File: config.mk
export PLATFORM = sky130hd
export DESIGN_NAME = wb_uart_arbiter
export DESIGN_NICKNAME = d
export VERILOG_FILES = /design/src/rtl/wb_uart_arbiter.sv
export SDC_FILE = /design/constraint.sdc
export NUM_CORES = 1
export LEC_CHECK = 0
export CELL_PAD_IN_SITES_DETAIL_PLACEMENT = 0
export CELL_PAD_IN_SITES_GLOBAL_PLACEMENT = 2
export CORE_ASPECT_RATIO = 1.1
export CORE_MARGIN = 4
export CORE_UTILIZATION = 25
export CTS_CLUSTER_SIZE = 24
export DETAILED_ROUTE_END_ITERATION = 8
export PLACE_DENSITY = 0.95
export SLEW_MARGIN = 20
export SYNTH_ARGS = -nofsm -noshare
export SYNTH_HDL_FRONTEND = slang
export SYNTH_SLANG_ARGS = --single-unit
export TNS_END_PERCENT = 10
File: constraint.sdc
create_clock -name i_clk -period 13.2 [get_ports i_clk]
set_input_delay 2.64 -clock i_clk [delete_from_list [all_inputs] [get_ports i_clk]]
set_output_delay 2.64 -clock i_clk [all_outputs]
set_load 0.01 [all_outputs]
File: src/rtl/wb_uart_arbiter.sv
// Two-requester round-robin arbiter in front of a single wb_uart register port.
// Each access issues a one-cycle strobe, waits the UART read latency, then acks the winner.
module wb_uart_arbiter #(
    parameter int READ_LATENCY = 1
) (
    input  logic        i_clk,
    input  logic        i_reset,
    input  logic        m0_stb,
    input  logic        m0_we,
    input  logic [31:0] m0_addr,
    input  logic [31:0] m0_dat_w,
    output logic [31:0] m0_dat_r,
    output logic        m0_ack,
    input  logic        m1_stb,
    input  logic        m1_we,
    input  logic [31:0] m1_addr,
    input  logic [31:0] m1_dat_w,
    output logic [31:0] m1_dat_r,
    output logic        m1_ack,
    output logic        s_stb,
    output logic        s_we,
    output logic [31:0] s_addr,
    output logic [31:0] s_dat_w,
    input  logic [31:0] s_dat_r,
    output logic [1:0]  o_grant,
    output logic        o_busy
);

    typedef enum logic [1:0] {IDLE, ISSUE, WAIT, ACK} state_t;

    localparam logic [3:0] CNT_LOAD = 4'(READ_LATENCY - 1);

    state_t      state_reg;
    logic [3:0]  cnt_reg;
    logic        last_grant_reg;
    logic [1:0]  win;
    logic        capture;
    logic [31:0] port_dat_r [2];
    logic [1:0]  port_ack;

    // Tie goes to whoever was not served last; last_grant_reg = 1 means m1.
    always_comb begin
        win = 2'b00;
        case ({m1_stb, m0_stb})
            2'b01:   win = 2'b01;
            2'b10:   win = 2'b10;
            2'b11:   win = last_grant_reg ? 2'b01 : 2'b10;
            default: win = 2'b00;
        endcase
    end

    assign capture = (state_reg == WAIT) && (cnt_reg == 4'd0);

    always_ff @(posedge i_clk or posedge i_reset) begin
        if (i_reset) begin
            state_reg      <= IDLE;
            cnt_reg        <= 4'd0;
            last_grant_reg <= 1'b1;
            s_stb          <= 1'b0;
            s_we           <= 1'b0;
            s_addr         <= 32'd0;
            s_dat_w        <= 32'd0;
            o_grant        <= 2'b00;
            o_busy         <= 1'b0;
        end else begin
            case (state_reg)
                IDLE: begin
                    if (win != 2'b00) begin
                        o_grant   <= win;
                        o_busy    <= 1'b1;
                        s_stb     <= 1'b1;
                        s_we      <= win[1] ? m1_we    : m0_we;
                        s_addr    <= win[1] ? m1_addr  : m0_addr;
                        s_dat_w   <= win[1] ? m1_dat_w : m0_dat_w;
                        state_reg <= ISSUE;
                    end
                end
                ISSUE: begin
                    s_stb     <= 1'b0;
                    cnt_reg   <= CNT_LOAD;
                    state_reg <= WAIT;
                end
                WAIT: begin
                    if (cnt_reg == 4'd0) begin
                        state_reg <= ACK;
                    end else begin
                        cnt_reg <= cnt_reg - 4'd1;
                    end
                end
                ACK: begin
                    last_grant_reg <= o_grant[1];
                    o_grant        <= 2'b00;
                    o_busy         <= 1'b0;
                    state_reg      <= IDLE;
                end
                default: state_reg <= IDLE;
            endcase
        end
    end

    // Per-requester read-data and ack registers; only the granted port captures.
    generate
        for (genvar gi = 0; gi < 2; gi++) begin : gen_port
            logic [31:0] dat_r_reg;
            logic        ack_reg;

            always_ff @(posedge i_clk or posedge i_reset) begin
                if (i_reset) begin
                    dat_r_reg <= 32'd0;
                    ack_reg   <= 1'b0;
                end else begin
                    ack_reg <= capture && o_grant[gi];
                    if (capture && o_grant[gi]) begin
                        dat_r_reg <= s_dat_r;
                    end
                end
            end

            assign port_dat_r[gi] = dat_r_reg;
            assign port_ack[gi]   = ack_reg;
        end
    endgenerate

    assign m0_dat_r = port_dat_r[0];
    assign m1_dat_r = port_dat_r[1];
    assign m0_ack   = port_ack[0];
    assign m1_ack   = port_ack[1];

endmodule

== Word level (Yosys, flattened, before mapping) ==
Cells that the tools add are included.
Word-level totals
  register bits: 142
Cells by class
  $add $sub $neg: 1
  equal/unequal tests: 9
  muxes and demuxes: 15
  reductions and logical operators: 14
Operators with widths (count)
  2-to-1 mux 32 bit: 2
  AND reduction 2 bit: 5
  == test 2 bit, second input constant: 4
  2-to-1 mux 2 bit: 4
  one-hot mux 2 bit (4 select lines): 1
  one-hot mux 4 bit (2 select lines): 1
  nonzero test 2 bit: 4
  one-hot mux 2 bit (3 select lines): 1
  == test 2 x 1 -> 1 bit, second input constant: 2
  logical NOT 4 bit: 1
  2-to-1 mux 4 bit: 1
  inequality test 2 bit, second input constant: 2
  one-hot mux 1 bit (2 select lines): 2
  one-hot mux 2 bit (2 select lines): 1
  subtractor 4 x 1 -> 4 bit, second input constant: 1
  logical AND 1 bit: 3
  logical NOT 2 bit: 1
  2-to-1 mux 1 bit: 2
  inequality test 2 x 1 -> 1 bit, second input constant: 1

== Longest topological paths before layout ==
Gate-level depths: netlist of run 1.
  word-level depth: 5
  depth in mapped cells: 8

== Worst setup path before layout of run 1 ==
OpenSTA, ideal clock, no wires.
  kind: in2reg
  from: input m0_stb
  to: register s_addr[25]
  library setup time: 0.130 ns
  arrival time: 3.351 ns
  setup slack: 9.719 ns
  stages on the path: 6
  path buffers: 3
  cells stage by stage: o21a_1 -> buf_2 -> buf_2 -> buf_2 -> nor2_1 -> a31oi_1
Between the ends
  word-level cells in the longest chain between the ends: 4
  elaborated cells on any way between the ends: 7
  those cells by class: 3 x eq/ne; 2 x mux; 2 x reduce/logical
Ends and longest elaborated chain
  start: declaration: line 8  | input logic m0_stb,
  == test 2 bit or == test 2 x 1 -> 1 bit (tied branches): line 44  | case ({m1_stb, m0_stb})
  one-hot mux 2 bit (3 select lines) (*): line 44
  nonzero test 2 bit: line 68  | if (win != 2'b00) begin
  AND reduction 2 bit (no source line)
  end signal: assignment: line 73  | s_addr <= win[1] ? m1_addr : m0_addr;
  end: declaration: line 22  | output logic [31:0] s_addr,
Mark *: on every way between the ends. The rest lies on a longest branch, timed or not.
A chain may end at the register's enable or synchronous reset.

== Worst setup path after layout of run 1 ==
  from: input m1_stb
  to: register s_dat_w[10]
Between the ends
  word-level cells in the longest chain between the ends: 4
  elaborated cells on any way between the ends: 7
  those cells by class: 3 x eq/ne; 2 x mux; 2 x reduce/logical
Ends and longest elaborated chain
  start: declaration: line 14  | input logic m1_stb,
  == test 2 bit or == test 2 x 1 -> 1 bit (tied branches): line 44
  one-hot mux 2 bit (3 select lines) (*): line 44
  nonzero test 2 bit: line 68
  AND reduction 2 bit (no source line)
  end signal: assignment: line 74  | s_dat_w <= win[1] ? m1_dat_w : m0_dat_w;
  end: declaration: line 23  | output logic [31:0] s_dat_w,
Marks and branches as above.

==> results of run 1 <==
[cells in the mapped netlist, drive strengths merged (2+ instances only)]
library cell	number	area, um^2
nor2	69	259
dfrtp	141	3530
clkbuf	6	22.5
nand2b	3	18.8
a21oi	3	15.0
nor2b	2	12.5
inv	9	33.8
buf	29	183
mux2	67	754
a31oi	65	407
nand2	134	518
ha	6	75.1
o21ai	10	50.1
[layout make-up]
type	count	area (um^2)	area share (%)
repair buffers	304	3040	31.0
inverters	9	38.8	0.396
clock inverters	14	121	1.24
flip-flops and latches	142	3550	36.3
multi-input cells	372	2240	22.9
clock buffers	17	425	4.34
well taps	305	382	3.89
[per-layer routing]
| metal | vias to the layer above | wire length, um | part of all wire, % | global-route usage, % |
|---|---|---|---|---|
| li1 | 2471 | - | - | - |
| met1 | 2379 | 7800 | 42 | 16.8 |
| met2 | 224 | 8830 | 47 | 21.9 |
| met3 | 5 | 1890 | 10 | 5.24 |
| met4 | 0 | 131 | 0.70 | 3.31 |
| met5 | - | 0 | 0 | 0 |
[per-stage QoR]
stage,std cells,area (um^2),hold WS [ns],utilization (%)
floorplan,558,6020,0.474,-
global placement,1132,9250,0.474,39.0
detailed placement,1132,9250,0.481,39.0
CTS,1163,9800,0.495,41.3
global route,1163,9800,0.512,41.4
finish,1163,9800,0.491,41.4
[worst max path at each step]
| stage | from | to | slack (ns) | depth (start not counted) |
|---|---|---|---|---|
| global route | m0_stb | s_addr[22] | 8.42 | 5 |
| floorplan | i_reset | cnt_reg[0] | 6.75 | 1 |
| CTS | m1_stb | s_dat_w[10] | 8.66 | 5 |
| finish | m1_stb | s_dat_w[10] | 8.69 | 5 |
| detailed placement | m1_stb | s_dat_w[10] | 8.19 | 5 |
| global placement | m1_stb | s_dat_w[21] | 8.23 | 5 |
[logic make-up after synthesis]
kind of cell             after synthesis
buffers and inverters                 44
multiplexers                          67
AO/OA/AOI/OAI                         85
adder cells (fa/ha/maj)                6
AND/OR/NAND/NOR                      214
flip-flops                           142
[power groups by stage]
stage / sequential, mW / combinational (mW) / clock [mW]
2_1_floorplan: 0.866 / 0.382 / 0
3_3_place_gp: 0.778 / 1.03 / 0
3_5_place_dp: 0.786 / 1.04 / 0
4_1_cts: 0.781 / 1.04 / 0.466
5_1_grt: 0.806 / 1.11 / 0.482
6_report: 0.777 / 1.02 / 0.446
==> impl_results.md, run 1 <==
* Relative area change from synthesis to final layout at 62.9%
* Overall global routing resource usage at 13.4%
* Nets@finish at 1018
* Share of synthesized flip-flops with an asynchronous set or reset at 100%
* Seq/Total Area, Yosys at about three fifths
* Hold-fix buffers, CTS at 0
* Hold violation total from the final report at 0
* Maximum frequency from static timing analysis at between 200 and 250 MHz
* Total power per unit cell area at around 230 nW/um^2
* Hold Path Stages at 1
* Launching point of the worst reg2reg path: state_reg[0]
* Per-instance average area after synthesis at 10.8 um^2
* Diode count at 0
* Number of antenna violations at the first check in global routing at 0
* Post-Synth XOR/XNOR Area at 0%
* Unrepaired setup endpoints after global routing: no
* Type of the setup path with the least slack: input port to register
* Number of clock sinks at 142
* Slack of the worst reg-to-reg path at around 11 ns
* Number of setup violations in the final report at 0
* Setup slack after placement at about 8.2 ns
* Crit path time final at ~4.5 ns
* Total congestion overflow at 0
* Number of slew-limit violations in the final report at 0
* Via count of the first global-routing pass at slightly below 5000
* Worst Hold Endpoint: m0_dat_r[13]
* Quantity of I/O buffers inserted on ports at 300
* Fraction of power spent switching nets at approximately a third
* P_sw at 0.759 mW
* Worst Setup End Kind: register
* Critical-path cell list: clkdlybuf4s50_1 > a21boi_4 > buf_4 > nand2_1 > a31oi_1
* Combinational power share at between 40% and 50%
* # Post-CTS Setup Buffers at 0
* Capture instance of the worst register-to-register path: s_dat_w[23]
* Sum of net half-perimeters after detailed placement at about 14 mm
* Wire length of the first global-routing pass at 28.0 mm
* Net count of the mapped netlist at 730
* Startpoint class of the critical path: input port
* Number of distinct library cells after synthesis at 30
* Number of buffers created by CTS at 17
* Number of iterations in the first detailed-routing pass at 4
* Number of vias per cell at around 4.4
* Status: finished, final reports clean
* Post-synthesis cell area at 6020 um^2
* Overall die area at between 20000 and 30000 um^2
* Slowest stage cell on the critical path: a21boi_4
* Post-synthesis sequential element count at around 140
* Max-slew headroom at the worst pin at approximately 45%
* Final Worst Setup Slack at 8.69 ns
* Standard cell core area at roughly 24000 um^2
* Final period util at around 34%
* Max IR drop VDD at 0.0760 mV
* Commonest cells after routing, fill and taps aside: clkdlybuf4s50_1 (300), dfrtp_1 (141), nand2_1 (132)
* Starting density of the core at 25.4%
* Crit-path max FO at 42
* DR WL/cell at roughly 16 um
* Post-synthesis share of cell area spent on full adders, half adders and majority gates at ~1.2%
* Max cap viols at 0
* Main combinational cell family by area after synthesis: simple AND/OR/NAND/NOR gates
* CTS Root Buffer Type: clkbuf_16
* Compound-Gate Fraction of Synth Area at slightly below 9%
* Hold wc startpoint: m0_dat_r[13]
* Most common cell after layout, fill and taps aside: clkdlybuf4s50_1
* Number of synthesis warnings at 0
* Leakage power at roughly 4 nW
* Fraction of synthesized area in multiplexers at about an eighth
* Worst-path clk slew at about 0.060 ns
* Mapped Cells at roughly 560
* Sequential group share of total power at between 30% and 40%
* Largest delay contributor family on the critical path: buffers and inverters
* Buffer levels on the longest clock path at 2
* Actual slew at the worst max-slew pin at 0.824 ns
* Portion of total power attributed to the clock network at between 10% and 20%
* Number of top-level pins at between 300 and 400
* PnR Total Power at ~2.2 mW
* CP Buf/Inv Count at 2
* Number of cells traversed by the worst register-to-register path at 6
* Placement row count at 59
* TritonCTS clock tree: yes
* # H-tree levels at 4
* PostCTS Resize Cnt at 0
* Remaining antenna violation count at 0
* Worst stage delay on the critical path at between 0.7 and 0.8 ns
* CP arrival at just under 5 ns
* Internal Dissipation at 1.49 mW
* Path class of the lowest-slack min-delay path: register to register
* Die Span Y at between 150 and 200 um
* Number of DRC violations after detailed-routing iteration 0 at around 220
* Critical path required time at between 10 and 15 ns
* Leading register cell type out of synthesis: dfrtp_1
* Share of final-layout standard cells stronger than drive strength 1 at around an eighth
* Number of fill cells at around 2300
* Fin Setup TNS at 0 ns
* Routed via count at about 5000
* Final Skew at around 0.0093 ns
* Post-synthesis simple-gate area fraction at 14.3%
* Overall routed net length at 18.7 mm
* Clock insertion delay at the later pin of the skew report at 0.41 ns
* Chip width at between 150 and 200 um
* Maximum number of pins on one net before global-route repair at 86
* Placer's final routability congestion estimate at 0.780
* Number of remaining DRC errors at 0
* Number of flops mapped to enable cells by yosys at 0
No activity file was read; power rests on OpenSTA's default activity.
==> inputs of run 2 (changes only) <==
Settings changed: CORE_UTILIZATION 25 to 23, PLACE_DENSITY 0.95 to 0.91.
Clock period 13.2 ns to 4.3 ns, I/O delays scaled along.
==> run 2 against run 1 <==
  * Die area up 8.3%
  * Clock skew increased by 0.0059 ns
  * Count of clock-buffer cells in the layout rose by 1
  * Largest power group unchanged
  * Register-to-register slack got worse by 8.7 ns
  * Via count is 0.55% higher
  * Hold slack better by 0.0021 ns
  * Critical path type unchanged
  * Non-clock buffer count did not move
  * Final cell count grew 3.6%
==> impl_results.md, run 2 (synthesized netlist as in run 1, its figures left out) <==
* Cell Count, Final, Fillers Out at approximately 1200
* Number of clock sinks at approximately 140
* Number of iterations in the first detailed-routing pass at 4
* TritonCTS clock tree: yes
* Clock insertion delay at the later pin of the skew report at 0.41 ns
* Wire length of the first global-routing pass at 29.7 mm
* Number of DRC violations after detailed-routing iteration 0 at 185
* Critical path origin: m0_stb
* Placer's final routability congestion estimate at between 0.7 and 0.8
* Number of slew-limit violations in the final report at 0
* Fraction of power spent switching nets at between 30% and 40%
* PnR Total Power at approximately 7.0 mW
* Total power per unit cell area at 706 nW/um^2
* Path class of the lowest-slack min-delay path: register to register
* Most common cell after layout, fill and taps aside: clkdlybuf4s50_1
* Area of all sequential standard cells at 3550 um^2
* Startpoint class of the critical path: input port
* CP arrival at 2.83 ns
* Sequential group share of total power at about a third
* Unrepaired setup endpoints after global routing: no
* Crit-path max FO at 67
* Number of antenna violations at the first check in global routing at 0
* Fraction of the core area covered by cells at the end of the flow at 38.9%
* Crit path time final at approximately 2.5 ns
* Share of final-layout standard cells stronger than drive strength 1 at a little under an eighth
* Buffer levels on the longest clock path at 2
* Overall routed net length at between 15 and 20 mm
* Hold-fix buffers, CTS at 0
* Portion of total power attributed to the clock network at a little over a fifth
* # Post-CTS Setup Buffers at 0
* Sum of net half-perimeters after detailed placement at between 10 and 15 mm
* Max cap viols at 0
* Remaining antenna violation count at 0
* DR WL/cell at between 15 and 20 um
* Diode count at 0
* Multi-input gate area at between 2000 and 2500 um^2
* Placement row count at between 60 and 70
* Worst-path clk slew at 0.06 ns
* Number of remaining DRC errors at 0
* Overall die area at slightly below 30000 um^2
* Relative area change from synthesis to final layout at 65.0%
* Fin Setup TNS at 0 ns
* Maximum frequency from static timing analysis at between 300 and 400 MHz
* Starting density of the core at 23.6%
* Hold violation total from the final report at 0
* PostCTS Resize Cnt at 0
* Worst Setup End Kind: register
* Total congestion overflow at 0
* Leakage power at 4.08 nW
* Overall global routing resource usage at around an eighth
* Critical path required time at about 4.6 ns
* Number of vias per cell at about 4.2
* Status: finished, final reports clean
* Number of buffers created by CTS at 17
* Hold wc startpoint: m0_dat_r[15]
* Type of the setup path with the least slack: input port to register
* Number of setup violations in the final report at 0
* Die Span Y at ~180 um
* Launching point of the worst reg2reg path: state_reg[0]
* Quantity of I/O buffers inserted on ports at 300
* Max-slew headroom at the worst pin at a little under half
* Final Worst Setup Slack at around 1.8 ns
* Number of fill cells at 2585
* Via count of the first global-routing pass at 5270
* Instance count after placement with tap cells included at roughly 1200
* Chip width at between 150 and 200 um
* Routed via count at 5107
* Standard cell core area at approximately 25000 um^2
* Actual slew at the worst max-slew pin at just over 0.8 ns
* P_sw at ~2.4 mW
* Setup slack after placement at ~1.3 ns
* Nets@finish at 1018
* Final Skew at approximately 0.015 ns
* Combinational power share at about 45%
* Maximum number of pins on one net before global-route repair at 143
* Number of top-level pins at approximately 300
* Internal Dissipation at about 4.6 mW
* # H-tree levels at 4
* Max IR drop VDD at approximately 0.28 mV
* Final period util at 58.3%
* Commonest cells after routing, fill and taps aside: clkdlybuf4s50_1 (300), dfrtp_1 (141), nand2_1 (132)
* CTS Root Buffer Type: clkbuf_16
==> run 2: layout make-up <==
class / instances / share of cell area (%)
flip-flops and latches: 142 / 35.8
well taps: 346 / 4.36
multi-input cells: 372 / 22.6
repair buffers: 304 / 31.1
inverters: 9 / 0.378
clock inverters: 14 / 1.48
clock buffers: 18 / 4.32
==> run 2: worst paths after layout <==
| kind | endpoint | slack, ns | cells after the start |
|---|---|---|---|
| hold / removal | m0_dat_r[15] | 0.49 | 1 |
| hold reg to reg | m0_dat_r[15] | 0.49 | 1 |
| min in group asynchronous | m1_dat_r[26] | 1.02 | 3 |
| setup / recovery | s_dat_w[2] | 1.80 | 5 |
| setup reg to reg | s_dat_w[2] | 2.11 | 6 |
| max in group asynchronous | s_addr[18] | 2.68 | 3 |
==> run 2: routing by layer <==
layer / track usage (%) / wire [um] / vias to the layer above
met5: 0 / 0 / -
li1: - / - / 2474
met1: 16.4 / 8220 / 2395
met3: 5.02 / 1800 / 9
met4: 3.38 / 193 / 0
met2: 21.4 / 8960 / 229
==> run 2: power by group through the flow <==
stage                     Clock [mW]  Combinational, mW  Sequential (mW)
after CTS                       1.52               3.24             2.39
after global routing            1.58               3.45             2.48
after detailed placement           0               3.24             2.40
after global placement             0               3.20             2.38
after floorplan                    0               1.17             2.66
final                           1.46               3.18             2.37
==> run 2: worst max-delay path, stage by stage <==
cell and delay [ns]:
clkdlybuf4s50_1 0.66, o21a_4 0.67, buf_12 0.35, nor2_1 0.06, a31oi_1 0.16
==> run 2: metrics by stage <==
stage                     instance area, um^2  hold slack, ns
after floorplan                          6020           0.474
after detailed placement                 9350           0.482
final                                    9920           0.493
after global placement                   9350           0.475
after CTS                                9920           0.497
after global routing                     9920           0.508
==> inputs of run 3 (changes only) <==
Settings changed: CORE_UTILIZATION 23 to 21, PLACE_DENSITY 0.91 to 0.88.
Clock period 4.3 ns to 2.2 ns, I/O delays scaled along.
==> run 3 against run 2 <==
  * Hold slack worse by 0.10 ns
  * Sequential share of layout area shrank 0.86 points
  * Count of clock-buffer cells in the layout is the same
  * Setup slack worse by 1.5 ns
  * Clock power is 110% higher
  * Wire length grew 2.8%
  * Utilization down 2.7 points
  * Critical path depth decreased by 4
==> impl_results.md, run 3 (synthesized netlist as in run 1, its figures left out) <==
* Number of vias per cell at about 4.2
* Critical path origin: o_grant[1]
* Fraction of power spent switching nets at about a third
* Wire length of the first global-routing pass at slightly above 30 mm
* Remaining antenna violation count at 0
* Max IR drop VDD at between 0.6 and 0.7 mV
* Fin Setup TNS at 0 ns
* Overall routed net length at 19.7 mm
* CP Buf/Inv Count at 1
* Relative area change from synthesis to final layout at 69.0%
* Number of clock sinks at 142
* Final period util at 87.7%
* Fraction of the core area covered by cells at the end of the flow at a little over a third
* Leakage power at between 4 and 5 nW
* Chip width at about 170 um
* Combinational power share at between 40 and 50%
* Critical path required time at 1.76 ns
* Clock insertion delay at the later pin of the skew report at approximately 0.42 ns
* Overall global routing resource usage at roughly an eighth
* Portion of total power attributed to the clock network at 22.1%
* Sequential group share of total power at between 30% and 40%
* Via count of the first global-routing pass at 5363
* Standard cell core area at around 28000 um^2
* # Post-CTS Setup Buffers at 0
* Most common cell after layout, fill and taps aside: clkdlybuf4s50_1
* Placement row count at 64
* Worst-path clk slew at approximately 0.060 ns
* Number of slew-limit violations in the final report at 0
* Hold-fix buffers, CTS at 0
* Diode count at 0
* Commonest cells after routing, fill and taps aside: clkdlybuf4s50_1 (300), dfrtp_1 (141), nand2_1 (132)
* Maximum number of pins on one net before global-route repair at 73
* DR WL/cell at roughly 16 um
* Instance count after placement with tap cells included at between 1000 and 1500
* Buffer levels on the longest clock path at 2
* Worst Setup End Kind: primary output
* Number of antenna violations at the first check in global routing at 0
* Actual slew at the worst max-slew pin at between 0.4 and 0.5 ns
* Internal Dissipation at ~9.5 mW
* Slowest stage cell on the critical path: clkdlybuf4s50_1
* Launching point of the worst reg2reg path: cnt_reg[0]
* Total power per unit cell area at between 1000 and 1500 nW/um^2
* Startpoint class of the critical path: register
* Min Hold Slack at a little under 0.4 ns
* Slack of the worst reg-to-reg path at roughly 0.31 ns
* Critical-path cell list: clkdlybuf4s50_1
* Nets@finish at a little over 1000
* CP arrival at between 1 and 1.5 ns
* Crit path time final at approximately 1.9 ns
* Setup slack after placement at between 0.15 and 0.2 ns
* Maximum frequency from static timing analysis at a little over 500 MHz
* Total congestion overflow at 0
* Number of top-level pins at about 300
* Crit-path max FO at 5
* Sum of net half-perimeters after detailed placement at 14.8 mm
* PostCTS Resize Cnt at 0
* Hold violation total from the final report at 0
* CTS Root Buffer Type: clkbuf_16
* Path class of the lowest-slack min-delay path: input port to asynchronous set/reset pin
* Routed via count at 5181
* Die Span Y at between 150 and 200 um
* Quantity of I/O buffers inserted on ports at 300
* Worst stage delay on the critical path at roughly 0.6 ns
* Number of DRC violations after detailed-routing iteration 0 at 208
* P_sw at approximately 4.6 mW
* Starting density of the core at between 20% and 30%
* # H-tree levels at 4
* Design Area, Final at 10200 um^2
* Number of remaining DRC errors at 0
* TritonCTS clock tree: yes
* Final Skew at 0.00750 ns
* Unrepaired setup endpoints after global routing: no
* Number of buffers created by CTS at 17
* Placer's final routability congestion estimate at 0.783
* Share of final-layout standard cells stronger than drive strength 1 at a little over an eighth
* Final Worst Setup Slack at 0.271 ns
* Max-slew headroom at the worst pin at 67.7%
* Largest delay contributor family on the critical path: buffers and inverters
* Number of iterations in the first detailed-routing pass at 4
* Type of the setup path with the least slack: register to primary output
* Cell Count, Final, Fillers Out at ~1200
* Placed Area at ~9500 um^2
* Max cap viols at 0
* Overall die area at 31400 um^2
* Status: finished, final reports clean
* Number of setup violations in the final report at 0
* PnR Total Power at around 14 mW
## run 3: layout make-up
| type | instances | area (um^2) |
|---|---|---|
| tap | 363 | 454 |
| timing repair buffer | 319 | 3250 |
| inverter | 9 | 37.5 |
| sequential | 142 | 3550 |
| fill | 2836 | 17900 |
| multi-input combinational | 372 | 2240 |
| clock inverter | 14 | 205 |
| clock buffer | 18 | 429 |
## run 3: metal layers
| layer | part of all wire (%) | vias to the layer above | GRT usage (%) | wire (um) |
|---|---|---|---|---|
| met5 | 0 | - | 0 | 0 |
| met1 | 41 | 2426 | 14.8 | 8140 |
| met3 | 9.4 | 19 | 4.35 | 1860 |
| li1 | - | 2504 | - | - |
| met4 | 2.2 | 0 | 4.86 | 425 |
| met2 | 47 | 232 | 20.5 | 9290 |
## run 3: worst paths after layout
| check | endpoint | depth (start not counted) |
|---|---|---|
| max | o_grant[1] | 1 |
| min in group i_clk | m0_dat_r[13] | 1 |
| min reg2reg | m0_dat_r[13] | 1 |
| min | m0_dat_r[22] | 2 |
| max in group asynchronous | s_dat_w[0] | 3 |
| max reg2reg | state_reg[1] | 5 |
## run 3: power by group through the flow
| stage | registers, mW | logic, mW | clock network, mW |
|---|---|---|---|
| 5_1_grt | 4.83 | 6.91 | 3.34 |
| 4_1_cts | 4.67 | 6.48 | 3.26 |
| 2_1_floorplan | 5.19 | 2.29 | 0 |
| 3_3_place_gp | 4.63 | 6.40 | 0 |
| 6_report | 4.64 | 6.37 | 3.13 |
| 3_5_place_dp | 4.69 | 6.46 | 0 |
